$ cat config.mk
export PLATFORM = sky130hd
export DESIGN_NAME = gon_psum_drain
export DESIGN_NICKNAME = d
export VERILOG_FILES = /design/src/rtl/gon_pkg.sv /design/src/rtl/gon_sync_fifo.sv /design/src/rtl/gon_psum_drain.sv
export SDC_FILE = /design/constraint.sdc
export NUM_CORES = 1
export LEC_CHECK = 0
export BUFFER_PORTS_ARGS = -buffer_cell sky130_fd_sc_hd__buf_4
export CAP_MARGIN = 10
export CORE_MARGIN = 5
export CORE_UTILIZATION = 55
export DETAILED_ROUTE_END_ITERATION = 10
export GPL_ROUTABILITY_DRIVEN = 0
export MAX_ROUTING_LAYER = met4
export PLACE_DENSITY = 0.78
export SYNTH_ARGS = -nofsm -noshare
export SYNTH_HDL_FRONTEND = slang
export SYNTH_SLANG_ARGS = --single-unit
$ cat constraint.sdc
create_clock -name clk -period 6.4 [get_ports clk]
set_input_delay 0.32 -clock clk [delete_from_list [all_inputs] [get_ports clk]]
set_output_delay 0.32 -clock clk [all_outputs]
set_load 0.02 [all_outputs]
$ cat src/rtl/gon_pkg.sv
// gon_pkg: shared types and constants for the GON network stages.
//   drain_state_e            : psum drain controller states
//   DRAIN_FIFO_DEPTH_DEFAULT : default elastic buffer depth for the drain
//   psum_t                   : one psum word as carried on the gather bus
`ifndef DATA_BITS
`define DATA_BITS 32
`endif
package gon_pkg;
   typedef enum logic [1:0] {IDLE, RUN, DRAIN, DONE} drain_state_e;
   localparam int DRAIN_FIFO_DEPTH_DEFAULT = 4;
   typedef logic [`DATA_BITS-1:0] psum_t;
endpackage

$ cat src/rtl/gon_sync_fifo.sv
// gon_sync_fifo: small synchronous FIFO with registered storage, no bypass.
//   clk, rst (async, active-low) ; push/din write ; pop read
//   full, empty status ; head = oldest entry (valid when !empty)
`ifndef DATA_BITS
`define DATA_BITS 32
`endif
module gon_sync_fifo #(
   parameter int DATA_BITS  = `DATA_BITS,
   parameter int FIFO_DEPTH = 4
) (
   input  logic                 clk,
   input  logic                 rst,
   input  logic                 push,
   input  logic                 pop,
   input  logic [DATA_BITS-1:0] din,
   output logic                 full,
   output logic                 empty,
   output logic [DATA_BITS-1:0] head
);
   localparam int AW = $clog2(FIFO_DEPTH);
   localparam int PW = AW + 1;
   logic [DATA_BITS-1:0] mem_q [FIFO_DEPTH];
   logic [PW-1:0] wr_q, wr_d, rd_q, rd_d;
   logic do_push, do_pop;
   // Extra pointer MSB distinguishes full from empty when the indices match.
   assign full    = (wr_q[AW] != rd_q[AW]) && (wr_q[AW-1:0] == rd_q[AW-1:0]);
   assign empty   = wr_q == rd_q;
   assign head    = mem_q[rd_q[AW-1:0]];
   assign do_push = push && !full;
   assign do_pop  = pop && !empty;
   always_comb begin
      wr_d = wr_q + PW'(do_push);
      rd_d = rd_q + PW'(do_pop);
   end
   always_ff @(posedge clk or negedge rst) begin
      if (!rst) begin
         wr_q <= '0;
         rd_q <= '0;
      end else begin
         wr_q <= wr_d;
         rd_q <= rd_d;
      end
   end
   always_ff @(posedge clk) begin
      if (do_push) mem_q[wr_q[AW-1:0]] <= din;
   end
endmodule

$ cat src/rtl/gon_psum_drain.sv
// gon_psum_drain: drains the merged GON gather stream into the GLB.
//   start/base_addr/total_words : launch one pass (IDLE only)
//   in_valid/in_ready/in_data   : gather bus slave side
//   glb_we/glb_addr/glb_wdata/glb_ready : GLB write port
//   busy (RUN/DRAIN), done (one-cycle pulse at pass end)
//   clk, rst (async, active-low)
`ifndef DATA_BITS
`define DATA_BITS 32
`endif
module gon_psum_drain
   import gon_pkg::*;
#(
   parameter int DATA_BITS  = `DATA_BITS,
   parameter int ADDR_BITS  = 32,
   parameter int CNT_BITS   = 16,
   parameter int FIFO_DEPTH = DRAIN_FIFO_DEPTH_DEFAULT
) (
   input  logic                 clk,
   input  logic                 rst,
   input  logic                 start,
   input  logic [ADDR_BITS-1:0] base_addr,
   input  logic [CNT_BITS-1:0]  total_words,
   input  logic                 in_valid,
   input  logic [DATA_BITS-1:0] in_data,
   output logic                 in_ready,
   output logic                 glb_we,
   output logic [ADDR_BITS-1:0] glb_addr,
   output logic [DATA_BITS-1:0] glb_wdata,
   input  logic                 glb_ready,
   output logic                 busy,
   output logic                 done
);
   drain_state_e state_q, state_d;
   logic [ADDR_BITS-1:0] addr_q, addr_d;
   logic [CNT_BITS-1:0]  accept_left_q, accept_left_d, write_left_q, write_left_d;
   logic fifo_full, fifo_empty, push, wr_done, active;
   logic [DATA_BITS-1:0] head;
   assign active    = (state_q == RUN) || (state_q == DRAIN);
   // in_ready looks only at full, never at this cycle's pop or at in_valid.
   assign in_ready  = (state_q == RUN) && !fifo_full && (accept_left_q != '0);
   assign glb_we    = active && !fifo_empty;
   assign glb_addr  = addr_q;
   assign glb_wdata = glb_we ? head : '0;
   assign busy      = active;
   assign done      = state_q == DONE;
   assign push      = in_valid && in_ready;
   assign wr_done   = glb_we && glb_ready;
   gon_sync_fifo #(.DATA_BITS(DATA_BITS), .FIFO_DEPTH(FIFO_DEPTH)) u_fifo (
      .clk(clk), .rst(rst), .push(push), .pop(wr_done), .din(in_data),
      .full(fifo_full), .empty(fifo_empty), .head(head)
   );
   always_comb begin
      state_d       = state_q;
      addr_d        = addr_q + ADDR_BITS'(wr_done);
      accept_left_d = accept_left_q - CNT_BITS'(push);
      write_left_d  = write_left_q - CNT_BITS'(wr_done && (write_left_q != '0));
      case (state_q)
         IDLE: if (start) begin
            addr_d        = base_addr;
            accept_left_d = total_words;
            write_left_d  = total_words;
            state_d       = (total_words == '0) ? DONE : RUN;
         end
         // The final write moves straight to DONE so done lands the cycle after it.
         RUN:   state_d = (write_left_d == '0) ? DONE : (accept_left_d == '0) ? DRAIN : RUN;
         DRAIN: state_d = (write_left_d == '0) ? DONE : DRAIN;
         DONE:  state_d = IDLE;
         default: state_d = IDLE;
      endcase
   end
   always_ff @(posedge clk or negedge rst) begin
      if (!rst) begin
         state_q       <= IDLE;
         addr_q        <= '0;
         accept_left_q <= '0;
         write_left_q  <= '0;
      end else begin
         state_q       <= state_d;
         addr_q        <= addr_d;
         accept_left_q <= accept_left_d;
         write_left_q  <= write_left_d;
      end
   end
endmodule

==> results list <==
- Slowest-stage cell, CP: buf_4
* Net switching power: 2.256 mW
* Clock buffer count from CTS: 17
- Timing would allow up to 253.4 MHz.
- Switching Share: 40.06%
- Final worst path period need: 3.946 ns
- Post-synthesis instance total: 680
- Buffers added to address setup during post-CTS repair amount to 0.
* Post-route DRC: 0
- Fin. max-slew vios: 0
- Overflow after GRT: 0
- The H-tree generated during clock tree synthesis spans 4 levels.
- Fraction of the cycle the final worst path needs: 61.65%
- Data required time at the worst endpoint: 6.77 ns
* Result of the run: complete, no violations
- Rel. slew slack: 29.79%
- Total I/O pin count: 153
- Setup slack on the worst reg-to-reg path comes out at 2.45 ns.
- The worst setup path is of the flip-flop to flip-flop kind.
- Internal power component: 3.375 mW
- The initial antenna violation count was 0.
- In the synthesized netlist the async set-or-reset flop fraction comes to 36.00%.
- The kind of cell with the highest combined delay along the critical path is simple AND/OR/NAND/NOR gates.
- Total negative setup slack: 0 ns
* Clock transition at the register clock pins on the worst setup and hold paths after CTS: 0.07 ns
* Final setup violation count: 0
* Die boundary width: 138.3 µm
* Clock tree sinks: 200
- Number of max-cap violations: 0
- For this design the ratio of total power to cell area is 512.6 nW/µm².
- Hold timing on the final database bottoms out at a slack of 0.02425 ns.
* Total routing usage reported by global routing: 21.88%
- Largest net degree at the start of global routing: 110
- The min-delay analysis places its worst path in the category primary input to async pin.
- P&R area growth vs syn: 21.29%
- Proportion of layout cells with a drive suffix above 1: 28.67%
- The pre-antenna-repair detailed-routing pass consisted of 5 iterations.
- Reg power frac: 37.4%
* CTS tree: yes
- Crit path DAT: 4.32 ns
- After synthesis the netlist holds a flip-flop and latch count of 200.
- Cells traversed along the worst timing path: buf_4, xor2_1, nor2_1, a221oi_1, nand2_1, inv_1, ha_1, or3b_1, o31ai_1, and3_1, o211ai_1, or4b_1, nand3_1
- Vias per cell: 5.801
* Core box area: 16350 µm²
- Clock latency of the later-clocked register in the worst-skew pair: 0.44 ns
- The via count of the first global-routing pass came to 6339.
- Setup repair after global routing left no endpoint under its margin.
- Antenna Cells: 0
* Kind of end point of the critical path: flip-flop
- Net count, final: 924
- Half-perimeter wire length after detailed placement: 13480 µm
- The die covers 19130 µm².
- After detailed routing, the total wire length is 20150 µm.
- The cell sitting at the root of the clock tree is a clkbuf_16.
* Routed Antenna Nets: 0
- Floorplan row count: 47
- Mapped Avg Cell Area: 13.32 µm²
* Effective utilization at floorplan: 55.40%
- Final hold viol count: 0
* Buf+Inv Stages, Crit Path: 2
- Buffers placed on the I/O ports in this run total 152.
- Gates resized during post-CTS repair numbered 0.
- Wire length per cell: 19.06 µm
* Routed vias: 6132
- On the worst path, the slowest cell contributes a delay of 0.55 ns.
- From bottom edge to top edge, the die measures 138.3 µm.
- Deepest clock path buffer count: 2
* Number of design-rule violations left by the first detailed-router iteration: 370
- Slew at the pin closest to its max-slew limit: 1.053 ns
- Relative contribution of combinational cells to total power: 44.6%
- STA classifies the critical path startpoint as a flip-flop.
* CP Max Fanout: 34
* Static Leakage: 4.074 nW
* EDFF count, synth: 128
* Post-synthesis instance area: 9057 µm²
- Yosys warning total: 0
- Number of buffers added to fix hold violations after cts: 0
- Net count of the mapped netlist: 780
- The clock network is responsible for 18.1% of the overall power.
* Sequential element share of the synthesized area: 62.33%
- For the final database, setup skew stands at 0.01021 ns.
* Peak supply drop: 0.4496 mV
- Count of different cell masters after synthesis: 50
- Among all flip-flop cells after synthesis, the most frequent one is edfxtp_1.
* First-pass GRT wire length: 32640 µm
-- placed cells by master, fill, tap and decap left out, drive strengths merged, types with 5 or more instances in the layout --
cell    synthesis  layout
a21oi          64      64
mux4           32      32
nor2           73      73
nand3          17      17
edfxtp        128     128
dfrtp          72      72
nand2b          8       8
nor2b          34      34
xor2           36      36
nor4           15      15
nand4          16      16
nand2          19      19
ha             15      15
a31oi           5       5
clkbuf         27      18
and3            9       9
o31ai           6       6
buf             6     158
nor3           16      16
o21ai           5       5
inv            13      20
xnor2          23      23
-- power groups by stage --
stage               clock network, mW  registers, mW  logic [mW]
global placement                    0           2.09        2.48
CTS                              1.03           2.10        2.55
finish                           1.02           2.10        2.51
floorplan                           0           2.15        1.51
global route                     1.09           2.15        2.72
detailed placement                  0           2.12        2.53
-- sequential cells by signal, indices dropped and copies added (netlist names) --
register	flops
state_q	2
u_fifo.mem_q	128
accept_left_q	16
write_left_q	16
glb_addr	32
u_fifo.wr_q	3
u_fifo.rd_q	3
-- cell type report --
cell class	count	area (µm²)
Clock buffer	18	429.2
Clock inverter	14	131.4
Fill cell	1188	5363
Inverter	13	48.80
Multi-Input combinational cell	434	3268
Sequential cell	200	5647
Tap cell	220	275.3
Timing Repair Buffer	158	1186
-- Yosys cell counts (13+ instances only) --
cell type | count | share of area (%)
dfrtp_1 | 72 | 20
mux4_2 | 32 | 8.0
nand2_1 | 19 | 0.79
nor2b_1 | 34 | 2.3
nor4_1 | 13 | 0.90
nor3_1 | 16 | 0.88
clkbuf_1 | 26 | 1.1
nand3_1 | 17 | 0.94
inv_1 | 13 | 0.54
edfxtp_1 | 128 | 42
xor2_1 | 36 | 3.5
nand4_1 | 16 | 1.1
xnor2_1 | 23 | 2.2
nor2_1 | 73 | 3.0
ha_1 | 15 | 2.1
a21oi_1 | 64 | 3.5
-- kinds of logic (layout without fill, tap and decap cells) --
group	count (synthesis)	after routing	share of synthesized area, %
fa+ha+maj	15	15	2.072
xor+xnor	59	59	5.705
buf+inv	46	203	2.003
compound gates	90	90	5.609
simple gates	236	236	14.08
flops	200	200	62.33
mux	34	34	8.206
-- stage by stage --
stage	total power [mW]	instance area, µm²	setup slack (ns)	instances	utilization [%]
floorplan	3.663	9057	1.723	680	-
global placement	4.574	10430	2.629	1025	63.77
detailed placement	4.649	10430	2.442	1025	63.77
CTS	5.680	10990	2.419	1057	67.20
global route	5.959	10990	1.994	1057	67.20
finish	5.632	10990	2.454	1057	67.20
-- final timing paths --
| path | startpoint | end | cells after the start |
|---|---|---|---|
| worst max register to register | u_fifo.rd_q[0]$_DFF_PN0_ | state_q[1]$_DFFE_PN0P_ | 13 |
| min in group clk | in_data[28] | u_fifo.mem_q[1][28]$_DFFE_PP_ | 1 |
| worst min register to register | u_fifo.wr_q[2]$_DFF_PN0_ | u_fifo.wr_q[2]$_DFF_PN0_ | 1 |
| worst min-delay path | rst | write_left_q[6]$_DFF_PN0_ | 1 |
| max in group asynchronous | rst | u_fifo.rd_q[0]$_DFF_PN0_ | 1 |
| worst max-delay path | u_fifo.rd_q[0]$_DFF_PN0_ | state_q[1]$_DFFE_PN0P_ | 13 |
-- metal layers --
layer | GRT usage [%] | up-vias | wire (µm)
li1 | - | 2814 | -
met1 | 27.04 | 3037 | 8310
met2 | 35.56 | 252 | 9998
met3 | 6.423 | 29 | 1518
met4 | 6.084 | 0 | 318
met5 | - | - | 0
(Power assumes the default switching activity.)
